[src/rtl/mem_bist_pkg.sv]
// Shared types and sizing for the scratch-RAM march-test initiator.
package mem_bist_pkg;

   localparam int unsigned DefAddrW = 4;
   localparam int unsigned DEPTH    = 2 ** DefAddrW;

   typedef enum logic [2:0] {
      StIdle,
      StWr,
      StRd,
      StWri,
      StRdi,
      StDone
   } state_e;

   typedef enum logic [1:0] {
      PatChecker = 2'd0,
      PatAddr    = 2'd1,
      PatZero    = 2'd2,
      PatWalk    = 2'd3
   } pattern_e;

   function automatic int unsigned depth_of(input int unsigned addr_w);
      return 2 ** addr_w;
   endfunction

endpackage

[src/rtl/mem_bist_pattern.sv]
// Expected-data generator: (pattern, address, invert) -> byte. Used for both writes and compares.
module mem_bist_pattern
   import mem_bist_pkg::*;
#(
   parameter int unsigned ADDR_W = 4,
   parameter int unsigned DATA_W = 8
) (
   input  pattern_e          sel,
   input  logic [ADDR_W-1:0] addr,
   input  logic              invert,
   output logic [DATA_W-1:0] data
);

   logic [2*ADDR_W-1:0] addr_pair;
   logic [DATA_W-1:0]   pat;

   always_comb begin
      addr_pair = {~addr, addr};
      pat       = '0;
      unique case (sel)
         PatChecker: begin
            // 0x55 on even addresses, 0xAA on odd ones
            for (int unsigned i = 0; i < DATA_W; i++) begin
               pat[i] = ((i % 2) == 0) ^ addr[0];
            end
         end
         PatAddr: begin
            for (int unsigned i = 0; i < DATA_W; i++) begin
               pat[i] = addr_pair[i % (2 * ADDR_W)];
            end
         end
         PatZero: pat = '0;
         PatWalk: begin
            for (int unsigned i = 0; i < DATA_W; i++) begin
               pat[i] = ((32'(addr) % DATA_W) == i);
            end
         end
      endcase
      data = invert ? ~pat : pat;
   end

endmodule

[src/rtl/mem_bist_initiator.sv]
// March-test initiator for the DFF scratch RAM: WR, RD, WRI, RDI phases with a one-cycle
// read pipeline, saturating error count and first-fail capture.
module mem_bist_initiator
   import mem_bist_pkg::*;
#(
   parameter int unsigned ADDR_W = 4,
   parameter int unsigned DATA_W = 8,
   parameter int unsigned CNT_W  = 6
) (
   input  logic              clk,
   input  logic              rst,
   input  logic              start,
   input  logic [1:0]        pattern_sel,
   output logic [ADDR_W-1:0] mem_addr,
   output logic              mem_ce_n,
   output logic              mem_lr_n,
   output logic [DATA_W-1:0] mem_wdata,
   input  logic [DATA_W-1:0] mem_rdata,
   output logic              busy,
   output logic              done,
   output logic              pass,
   output logic [CNT_W-1:0]  err_count,
   output logic [ADDR_W-1:0] first_fail_addr
);

   localparam int unsigned       Depth    = depth_of(ADDR_W);
   localparam logic [ADDR_W-1:0] LastAddr = ADDR_W'(Depth - 1);

   state_e              state_q;
   pattern_e            sel_q;
   pattern_e            pat_sel;
   logic                drain_q;
   logic [ADDR_W-1:0]   pat_addr;
   logic                pat_inv;
   logic [DATA_W-1:0]   pat_data;
   logic [DATA_W-1:0]   req_exp_q;
   logic [DATA_W-1:0]   cmp_exp_q;
   logic [ADDR_W-1:0]   cmp_addr_q;
   logic                cmp_valid_q;
   logic                cmp_hit;
   logic [CNT_W-1:0]    err_d;

   // Pattern is evaluated for the request that will be on the pins next cycle.
   always_comb begin
      pat_sel  = (state_q == StIdle) ? pattern_e'(pattern_sel) : sel_q;
      pat_addr = (state_q == StIdle || drain_q) ? '0 : mem_addr + ADDR_W'(1);
      pat_inv  = (state_q == StWri) || (state_q == StRdi) || (state_q == StRd && drain_q);
      cmp_hit  = cmp_valid_q && (mem_rdata != cmp_exp_q);
      err_d    = err_count;
      if (cmp_hit && err_count != '1) begin
         err_d = err_count + CNT_W'(1);
      end
   end

   mem_bist_pattern #(
      .ADDR_W (ADDR_W),
      .DATA_W (DATA_W)
   ) u_pattern (
      .sel    (pat_sel),
      .addr   (pat_addr),
      .invert (pat_inv),
      .data   (pat_data)
   );

   always_ff @(posedge clk) begin
      if (rst) begin
         state_q         <= StIdle;
         sel_q           <= PatChecker;
         drain_q         <= 1'b0;
         req_exp_q       <= '0;
         cmp_exp_q       <= '0;
         cmp_addr_q      <= '0;
         cmp_valid_q     <= 1'b0;
         mem_addr        <= '0;
         mem_ce_n        <= 1'b1;
         mem_lr_n        <= 1'b1;
         mem_wdata       <= '0;
         busy            <= 1'b0;
         done            <= 1'b0;
         pass            <= 1'b0;
         err_count       <= '0;
         first_fail_addr <= '0;
      end else begin
         cmp_valid_q <= ~mem_ce_n;
         cmp_addr_q  <= mem_addr;
         cmp_exp_q   <= req_exp_q;
         err_count   <= err_d;
         if (cmp_hit && err_count == '0) begin
            first_fail_addr <= cmp_addr_q;
         end
         done <= 1'b0;
         unique case (state_q)
            StIdle: begin
               mem_ce_n <= 1'b1;
               mem_lr_n <= 1'b1;
               if (start) begin
                  sel_q           <= pattern_e'(pattern_sel);
                  err_count       <= '0;
                  pass            <= 1'b0;
                  first_fail_addr <= '0;
                  state_q         <= StWr;
                  mem_addr        <= '0;
                  mem_lr_n        <= 1'b0;
                  mem_wdata       <= pat_data;
                  busy            <= 1'b1;
               end
            end
            StWr, StWri: begin
               mem_addr <= pat_addr;
               if (mem_addr == LastAddr) begin
                  state_q   <= (state_q == StWr) ? StRd : StRdi;
                  mem_lr_n  <= 1'b1;
                  mem_ce_n  <= 1'b0;
                  req_exp_q <= pat_data;
               end else begin
                  mem_wdata <= pat_data;
               end
            end
            StRd, StRdi: begin
               mem_addr <= pat_addr;
               if (drain_q) begin
                  drain_q <= 1'b0;
                  if (state_q == StRd) begin
                     state_q   <= StWri;
                     mem_lr_n  <= 1'b0;
                     mem_wdata <= pat_data;
                  end else begin
                     state_q <= StDone;
                     busy    <= 1'b0;
                     done    <= 1'b1;
                     pass    <= (err_d == '0);
                  end
               end else if (mem_addr == LastAddr) begin
                  // Drain cycle: no request, last read data is compared
                  drain_q  <= 1'b1;
                  mem_ce_n <= 1'b1;
               end else begin
                  req_exp_q <= pat_data;
               end
            end
            StDone:  state_q <= StIdle;
            default: state_q <= StIdle;
         endcase
      end
   end

endmodule

[config.mk]
export PLATFORM = sky130hd
export DESIGN_NAME = mem_bist_initiator
export DESIGN_NICKNAME = d
export VERILOG_FILES = /design/src/rtl/mem_bist_pkg.sv /design/src/rtl/mem_bist_pattern.sv /design/src/rtl/mem_bist_initiator.sv
export SDC_FILE = /design/constraint.sdc
export NUM_CORES = 1
export LEC_CHECK = 0
export ABC_AREA = 0
export BUFFER_PORTS_ARGS = -buffer_cell sky130_fd_sc_hd__clkbuf_2
export CORE_MARGIN = 5
export CORE_UTILIZATION = 41
export DETAILED_ROUTE_END_ITERATION = 6
export GPL_ROUTABILITY_DRIVEN = 0
export PLACE_DENSITY = 0.57
export SLEW_MARGIN = 10
export SYNTH_ARGS = -nofsm -noshare
export SYNTH_HDL_FRONTEND = slang
export SYNTH_SLANG_ARGS = --single-unit
[constraint.sdc]
create_clock -name clk -period 5.55 [get_ports clk]
set_clock_uncertainty 0.15 [all_clocks]
set_input_delay 0.555 -clock clk [delete_from_list [all_inputs] [get_ports clk]]
set_output_delay 0.555 -clock clk [all_outputs]
set_load 0.02 [all_outputs]
=== Word level (Yosys, flattened, before mapping) ===
Index checks and enable logic that the tools add are counted.

* Bits in registers: 54
* Bits in latches: 0
* RAM bits: 0
* Bits in read-only memories: 0
* Input port bits: 13
* Memories: 0

* Add/subtract/negate cells: 2
* $mul: 0
* Divide/modulo/power cells: 0
* Magnitude comparators: 0
* Equal/unequal tests: 26
* Shift-type cells: 0
* Muxes and demuxes: 45
* Bitwise operators: 6
* Reduce and logical (&&, ||, !) cells: 28

{| class="wikitable"
|+ Operators with widths
! cell !! count
|-
| two-way mux 8 bit || 7
|-
| logical NOT 32 bit || 1
|-
| one-hot mux 8 bit (4 select lines) || 1
|-
| one-hot mux 8 bit (3 select lines) || 1
|-
| two-way mux 4 bit || 5
|-
| two-way mux 6 bit || 3
|-
| inequality test 2 bit, second input constant || 9
|-
| one-hot mux 8 bit (2 select lines) || 1
|-
| AND reduction 4 bit || 4
|-
| == test 3 bit, second input constant || 5
|-
| two-way mux 1 bit || 15
|-
| two-way mux 3 bit || 5
|-
| == test 3 x 2 -> 1 bit, second input constant || 4
|-
| logical NOT 6 bit || 2
|-
| one-hot mux 3 bit (3 select lines) || 1
|-
| inequality test 8 bit || 1
|-
| inverter 8 bit || 1
|-
| one-hot mux 4 bit (2 select lines) || 1
|-
| adder 6 x 1 -> 6 bit, second input constant || 1
|-
| == test 3 x 1 -> 1 bit, second input constant || 2
|-
| inequality test 6 bit, second input constant || 1
|-
| one-hot mux 1 bit (3 select lines) || 2
|-
| nonzero test 2 bit || 3
|-
| AND reduction 5 bit || 1
|-
| 18 further kinds || 30
|}

=== Depth between registers and ports, before layout ===
Gate-level depths: netlist (run 1).

* Depth in word-level cells: 10
* Depth in mapped cells: 8

=== Cells and area by module ===
A second synthesis (run 1) with hierarchy kept.

* Cell total of the unflattened synthesis: 295
* Area, all modules: 2,686.3 um^2

{| class="wikitable"
|+ Modules (own cells, without submodules)
! module !! instances !! cells an instance !! area each (um^2)
|-
| mem_bist_initiator || 1 || 256 || 2,397.3
|-
| mem_bist_pattern || 1 || 39 || 289.0
|}

=== Least setup slack after synthesis (run 1) ===
Ideal clock, no wire load.

* Path type: input port to flip-flop
* Start: in mem_rdata[4]
* End: reg err_count[4]
* Arrival: 1.824 ns
* Data required time: 5.285 ns
* Slack: 3.461 ns
* Stages: 5
* Path buffers: 0
* Cells stage by stage: xor2_1 > nor4_1 > a211oi_1 > and3_1 > o21ba_2

* Word-level cells in the longest chain between the ends: 6

{| class="wikitable"
|+ RTL lines
! item !! RTL line !! source
|-
| start, declared || mem_bist_initiator.sv:18 || <nowiki>input logic [DATA_W-1:0] mem_rdata,</nowiki>
|-
| inequality test 8 bit (*) || mem_bist_initiator.sv:48 || <nowiki>cmp_hit = cmp_valid_q && (mem_rdata != cmp_exp_q);</nowiki>
|-
| logical AND 1 bit (*) || mem_bist_initiator.sv:48 ||
|-
| logical AND 1 bit (*) || mem_bist_initiator.sv:50 || <nowiki>if (cmp_hit && err_count != '1) begin</nowiki>
|-
| two-way mux 6 bit (*) || mem_bist_initiator.sv:50 ||
|-
| two-way mux 6 bit || mem_bist_initiator.sv:96 || <nowiki>if (start) begin</nowiki>
|-
| two-way mux 6 bit (*) || mem_bist_initiator.sv:92 || <nowiki>unique case (state_q)</nowiki>
|-
| end signal, assigned || mem_bist_initiator.sv:87 || <nowiki>err_count <= err_d;</nowiki>
|-
| end, declared || mem_bist_initiator.sv:22 || <nowiki>output logic [CNT_W-1:0] err_count,</nowiki>
|}

Every way passes the cells marked *; elsewhere a longest branch is shown, timed or not.
A chain may end at the register's enable or synchronous reset.

=== Worst setup path after layout (run 1) ===
* Start: reg mem_addr[0]
* End: reg req_exp_q[5]

* Word-level cells in the longest chain between the ends: 9
* Elaborated cells between the ends (all ways): 15
* Classes of those cells: add/sub: 1; eq/ne: 4; mux: 7; bitwise: 2; reduce/logical: 1

{| class="wikitable"
|+ RTL lines
! item !! RTL line !! source
|-
| start, declared || mem_bist_initiator.sv:14 || <nowiki>output logic [ADDR_W-1:0] mem_addr,</nowiki>
|-
| start signal, assigned || mem_bist_initiator.sv:109 || <nowiki>mem_addr <= pat_addr;</nowiki>
|-
| start signal, assigned || mem_bist_initiator.sv:120 || <nowiki>mem_addr <= pat_addr;</nowiki>
|-
| adder 4 x 1 -> 4 bit || mem_bist_initiator.sv:46 || <nowiki>pat_addr = (state_q == StIdle || drain_q) ? '0 : mem_addr + ADDR_W'(1);</nowiki>
|-
| two-way mux 4 bit || mem_bist_initiator.sv:46 ||
|-
| == test 3 bit / inverter 4 bit (equally long branches) || mem_bist_pattern.sv:35, mem_bist_pattern.sv:18 ||
|-
| one-hot mux 8 bit (4 select lines) || mem_bist_pattern.sv:20 || <nowiki>unique case (sel)</nowiki>
|-
| inverter 8 bit || mem_bist_pattern.sv:39 || <nowiki>data = invert ? ~pat : pat;</nowiki>
|-
| two-way mux 8 bit || mem_bist_pattern.sv:39 ||
|-
| two-way mux 8 bit || mem_bist_initiator.sv:133 || <nowiki>end else if (mem_addr == LastAddr) begin</nowiki>
|-
| two-way mux 8 bit || mem_bist_initiator.sv:121 || <nowiki>if (drain_q) begin</nowiki>
|-
| one-hot mux 8 bit (2 select lines) || mem_bist_initiator.sv:92 ||
|-
| end signal, assigned || mem_bist_initiator.sv:114 || <nowiki>req_exp_q <= pat_data;</nowiki>
|-
| end signal, assigned || mem_bist_initiator.sv:138 || <nowiki>req_exp_q <= pat_data;</nowiki>
|-
| end, declared || mem_bist_initiator.sv:36 || <nowiki>logic [DATA_W-1:0] req_exp_q;</nowiki>
|}

Parallel ways exist; a longest one is shown, timed or not. The select of a mux whose other input is x is not followed.

==> impl_metrics.py, run 1 <==
metrics = {
    "outcome": {
        "status": "completed",
    },
    "worst_setup_path": {
        "crit_type": "reg2reg",
        "ff2ff_path_depth": 6,
        "critPathLaunchType": "register",
        "cp.arrival_ns": 2.70,
        "critPathMaxFanout": 14,
        "crit_family": "compound AO/OA/AOI/OAI gates",
        "slowest_stage": "dfxtp_1",
        "required_ns": 5.61,
        "path_buf_inv": 0,
        "r2r-start": "mem_addr[0]",
        "cp-end-kind": "register",
        "cp.depth": 6,
        "regToRegEndpoint": "req_exp_q[5]",
        "rrSetupSlack_ns": 2.92,
        "cpPeakStageDelay_ns": 0.66,
        "path_cells": "ha_1 -> xor2_1 -> nand4b_1 -> o311ai_1 -> xnor2_1 -> a211oi_1",
    },
    "cts": {
        "cts_hold_buffers": 0,
        "clk_pin_slew_ns": 0.10,
        "clockBufferDepth": 2,
        "cts_setup_buffers": 0,
        "clock_latency_ns": 0.30,
        "cts-resized-gates": 0,
        "cts_tree": "done",
        "cts_root_buf": "clkbuf_8",
        "cts.sinks": 54,
        "numCtsBuffers": 5,
        "h-tree-depth": 2,
    },
    "synthesis": {
        "synthArstFlopShare_pct": 0,
        "synth.avg_cell_area_um2": 8.624,
        "synthTopCellsByArea": "dfxtp_1 (39%), nor2_1 (4.2%), mux2i_1 (3.9%)",
        "synth-edff-count": 0,
        "synth_warnings": 0,
        "synth_top_flop_cell": "dfxtp_1",
        "synthCells": 325,
        "syn-cell-area_mm2": 0.002803,
        "synth_cell_type_count": 60,
        "synth_top_area_cell": "dfxtp_1",
        "syn_nets": 341,
        "ys_ff_latch": 54,
        "netlist.area_leader.share_pct": 38.57,
        "ys_seq_area_share_pct": 38.57,
    },
    "floorplanning": {
        "core_mm2": 0.006719,
        "rows": 30,
        "die_y_um": 92.68,
        "die_x_um": 92.68,
        "ios": 40,
        "initial_core_util_pct": 41.71,
        "die_area_mm2": 0.008590,
    },
    "sta": {
        "setup_slack_ns": 2.915,
        "setup_viol": 0,
        "min_period_over_period_pct": 47.47,
        "hold_violations": 0,
        "rsz0062_at_grt": "false",
        "drv_slew": 0,
        "slew-limit-headroom_pct": 47.69,
        "layout_min_cycle_time_ns": 2.635,
        "fin_setup_tns_ns": 0,
        "fmax_mhz": 379.5,
        "tightest_slew_ns": 0.7835,
    },
    "place": {
        "place_hpwl_um": 4767,
        "io_buffers": 39,
        "preCtsSetupSlack_ns": 2.842,
    },
    "layout": {
        "final_net_count": 366,
        "antenna_cells": 0,
        "layout-drive-gt1-share_pct": 17.09,
        "syn2layout_area_growth_pct": 10.85,
        "final_util_pct": 46.24,
    },
    "routing": {
        "via_per_inst": 5.668,
        "num_vias": 2443,
        "drt_iter0_markers": 195,
        "drt_wl_total_um": 6763,
        "antenna_left": 0,
        "drt-pass1-iter-count": 4,
        "wl_per_cell_um": 15.69,
        "route.detailed.drc": 0,
    },
    "hold_path": {
        "holdPathEnd": "cmp_valid_q",
        "hold_depth": 1,
        "hold_start": "mem_ce_n",
        "min_path_type": "reg2reg",
    },
    "power_and_ir_drop": {
        "p_leak_nw": 1.208,
        "p_per_area_mw_per_mm2": 247.6,
        "vdd_ir_drop_max_uv": 115.5,
    },
    "global_routing": {
        "antenna_found_initial": 0,
        "grt_overflow_total": 0,
        "grt_max_degree": 34,
        "grt_pass1_vias": 2292,
        "grt_pass1_wl_um": 11260,
        "grt_use_total_pct": 16.02,
    },
    "run": {
        "maxCapViolCount": 0,
    },
}
cells in the final DEF (no fill, tap or decap), types with 4 or more instances in the layout:
cell and instances:
a211oi_1 7, a21oi_1 16, clkbuf_2 39, clkbuf_8 5
dfxtp_1 54, inv_1 10, mux2i_1 11, nand2_1 16
nand3_1 16, nand4_1 6, nor2_1 31, nor2b_1 14
nor3_1 15, o211ai_1 4, o21ai_0 18, or3_1 4
xnor2_1 9, xor2_1 11
how the worst max path moves through the flow:
stage,from,endpoint,slack [ns]
2_1_floorplan,mem_rdata[4],err_count[4],3.46
3_3_place_gp,state_q[2],req_exp_q[7],2.87
3_5_place_dp,state_q[2],req_exp_q[7],2.84
4_1_cts,state_q[2],req_exp_q[7],2.80
5_1_grt,mem_addr[0],req_exp_q[5],2.68
6_report,mem_addr[0],req_exp_q[5],2.92
metrics by stage:
| stage | hold slack, ns | area, µm² | total power, mW | cells |
|---|---|---|---|---|
| 4_1_cts | 0.3181 | 3102 | 0.7768 | 431 |
| 2_1_floorplan | 0.2607 | 2803 | 0.4910 | 325 |
| 3_3_place_gp | 0.2928 | 2992 | 0.5153 | 423 |
| 6_report | 0.3066 | 3107 | 0.7692 | 431 |
| 5_1_grt | 0.3425 | 3107 | 0.8058 | 431 |
| 3_5_place_dp | 0.2940 | 2992 | 0.5159 | 423 |
cell usage after synthesis, types with 4 or more instances:
library cell,instances
o211ai_1,4
clkbuf_1,12
inv_1,10
nor2b_1,14
nor2_1,31
nand3_1,16
xor2_1,11
mux2i_1,11
nor3_1,16
or3_1,4
nand2_1,16
nand4_1,6
o21ai_0,18
a211oi_1,7
buf_2,4
dfxtp_1,54
xnor2_1,9
a21oi_1,16
logic make-up after synthesis:
logic type      count (synthesis)  synth area share, %
xor+xnor                       20                6.250
simple gates                  123                22.68
buf+inv                        31                5.134
compound gates                 81                21.30
mux                            13                4.732
flops                          54                38.57
fa+ha+maj                       3                1.339
sequential cells by signal (all words and copies together) (netlist names), 2 cells and up:
name,cells
cmp_addr_q,4
sel_q,2
state_q,3
req_exp_q,8
cmp_exp_q,8
mem_wdata,8
mem_addr,4
first_fail_addr,4
err_count,6
layer usage:
layer  routed length [µm]  vias to the layer above  global-route usage [%]
li1                     -                     1232                       -
met1                 3462                     1153                   22.00
met2                 3006                       52                   26.10
met3                  234                        6                   2.843
met4                   59                        0                   3.907
met5                    0                        -                       0
cell type report:
| type | instances | area, µm² |
|---|---|---|
| Clock buffer | 6 | 72.57 |
| Clock inverter | 2 | 37.54 |
| Fill cell | 659 | 3612 |
| Inverter | 10 | 37.54 |
| Multi-Input combinational cell | 240 | 1583 |
| Sequential cell | 54 | 1081 |
| Tap cell | 80 | 100.1 |
| Timing Repair Buffer | 39 | 195.2 |
power by group:
group / internal [mW] / switching [mW] / leakage, nW / total (mW)
clock: 0.135 / 0.127 / 0.0514 / 0.262
sequential: 0.397 / 0.0120 / 0.438 / 0.409
combinational: 0.0364 / 0.0622 / 0.718 / 0.0986
total: 0.568 / 0.201 / 1.21 / 0.769
Note: power is estimated with default switching activity, not from simulation.
==> inputs of run 2 (changes only) <==
--- a/config.mk
+++ b/config.mk
@@ -11,7 +11,7 @@
 export CORE_UTILIZATION = 41
 export DETAILED_ROUTE_END_ITERATION = 6
 export GPL_ROUTABILITY_DRIVEN = 0
-export PLACE_DENSITY = 0.57
+export PLACE_DENSITY = 0.6
 export SLEW_MARGIN = 10
 export SYNTH_ARGS = -nofsm -noshare
 export SYNTH_HDL_FRONTEND = slang
==> constraint.sdc (replaced) <==
create_clock -name clk -period 2.3 [get_ports clk]
set_clock_uncertainty 0.15 [all_clocks]
set_input_delay 0.23 -clock clk [delete_from_list [all_inputs] [get_ports clk]]
set_output_delay 0.23 -clock clk [all_outputs]
set_load 0.02 [all_outputs]
==> run 2 against run 1 <==
Wire length shrank 1.8%. Utilization is 2.1 points higher. Clock-buffer cell count stayed put. Flip-flop and latch count did not move. Total power grew 140%. Via count hardly changed. Fmax up 22%. Sequential share of layout area shrank 1.5 points. Sequential power rose by 140%.
==> impl_metrics.py, run 2 (synthesis gave the netlist of run 1 again) <==
metrics = {
    "sta": {
        "setup_viol": 0,
        "min_period_over_period_pct": 93.97,
        "fin_setup_tns_ns": 0,
        "fin_hold_ws_ns": 0.05286,
        "hold_violations": 0,
        "fmax_mhz": 462.7,
        "rsz0062_at_grt": "false",
        "tightest_slew_ns": 0.5791,
        "drv_slew": 0,
        "layout_min_cycle_time_ns": 2.161,
        "slew-limit-headroom_pct": 60.39,
    },
    "layout": {
        "finalNonFillerCells": 451,
        "syn2layout_area_growth_pct": 15.80,
        "final_util_pct": 48.31,
        "final_net_count": 386,
        "antenna_cells": 0,
        "postLayoutCellArea_mm2": 0.003246,
        "layout-drive-gt1-share_pct": 21.83,
        "layout_commonest_cell": "dfxtp_1",
        "reg_top3": "cmp_exp_q: 8 flops, mem_wdata: 8 flops, req_exp_q: 8 flops",
        "layout_common_cells": "dfxtp_1 (54), clkbuf_2 (39), nor2_1 (31)",
    },
    "global_routing": {
        "grt_max_degree": 20,
        "grt_pass1_wl_um": 11550,
        "grt_use_total_pct": 16.35,
        "grt_overflow_total": 0,
        "grt_pass1_vias": 2315,
        "antenna_found_initial": 0,
    },
    "routing": {
        "top_layer": "met4",
        "drt_wl_total_um": 6642,
        "drt_iter0_markers": 167,
        "met3WireLength_um": 358,
        "met2WireLength_um": 2914,
        "num_vias": 2442,
        "wl_per_cell_um": 14.73,
        "antenna_left": 0,
        "via_per_inst": 5.415,
        "drt-pass1-iter-count": 5,
        "route.detailed.drc": 0,
        "wl_met1_um": 3296,
    },
    "worst_setup_path": {
        "path_cells": "buf_4 -> o31ai_1 -> o32a_1 -> o311ai_2 -> xnor2_1 -> a211oi_1",
        "slowest_stage": "dfxtp_1",
        "required_ns": 2.38,
        "cp-end-kind": "register",
        "path_buf_inv": 1,
        "crit_family": "compound AO/OA/AOI/OAI gates",
        "cpPeakStageDelay_ns": 0.49,
        "cp.arrival_ns": 2.24,
        "crit_type": "reg2reg",
        "critPathLaunchType": "register",
        "critPathMaxFanout": 9,
    },
    "floorplanning": {
        "die_area_mm2": 0.008590,
        "initial_core_util_pct": 41.71,
        "ios": 40,
        "die_y_um": 92.68,
        "rows": 30,
        "die_x_um": 92.68,
        "core_mm2": 0.006719,
    },
    "cts": {
        "cts_hold_buffers": 0,
        "clock_latency_ns": 0.31,
        "cts_setup_buffers": 0,
        "numCtsBuffers": 5,
        "cts_root_buf": "clkbuf_8",
        "clk_pin_slew_ns": 0.10,
        "h-tree-depth": 2,
        "cts_tree": "done",
        "cts.sinks": 54,
        "clockBufferDepth": 2,
    },
    "power_and_ir_drop": {
        "vdd_ir_drop_max_uv": 253.1,
        "p_leak_nw": 1.307,
        "p_per_area_mw_per_mm2": 559.0,
    },
    "hold_path": {
        "min_path_type": "in2reg",
    },
    "place": {
        "place_hpwl_um": 4941,
        "place_area_mm2": 0.003142,
        "io_buffers": 39,
        "placed_cells": 443,
    },
    "outcome": {
        "status": "completed",
    },
    "run": {
        "maxCapViolCount": 0,
    },
}
run 2: final timing paths:
path	start	end	slack, ns	cells after the start
setup / recovery	state_q[2]	req_exp_q[0]	0.14	6
hold / removal	pattern_sel[0]	sel_q[0]	0.05	3
setup reg to reg	state_q[2]	req_exp_q[0]	0.14	6
hold reg to reg	req_exp_q[3]	cmp_exp_q[3]	0.30	2
run 2: what timing repair did:
item / in CTS / in global routing
setup endpoints to repair: 0 / 5
hold endpoints to repair: 0 / 0
resized for setup: 0 / 2
run 2: worst min-delay path: stages:
cell	delay, ns
clkbuf_2	0.12
nand3_1	0.07
a21oi_1	0.05
run 2: through the flow:
stage / setup slack (ns) / power, mW
5_1_grt: 0.02371 / 1.900
2_1_floorplan: 0.2341 / 1.185
3_3_place_gp: 0.1416 / 1.263
4_1_cts: 0.09458 / 1.834
6_report: 0.1388 / 1.814
3_5_place_dp: 0.1409 / 1.263
run 2: area by class of cell:
class / count / area [µm²]
clock inverters: 2 / 16.27
clock buffers: 6 / 82.58
well taps: 80 / 100.1
repair buffers: 59 / 345.3
fillers: 652 / 3473
flip-flops and latches: 54 / 1081
multi-input cells: 240 / 1583
inverters: 10 / 37.54
run 2: power breakdown:
part	leakage, nW	switching [mW]	total [mW]	internal (mW)
Sequential	0.438	0.0163	0.975	0.958
Clock	0.0478	0.323	0.571	0.248
Combinational	0.821	0.167	0.268	0.101
Total	1.31	0.506	1.81	1.31
run 2: routing by layer:
layer / vias to the layer above / GRT usage [%]
li1: 1270 / -
met4: 0 / 5.006
met2: 65 / 25.02
met1: 1103 / 23.40
met3: 4 / 2.843
met5: - / 0
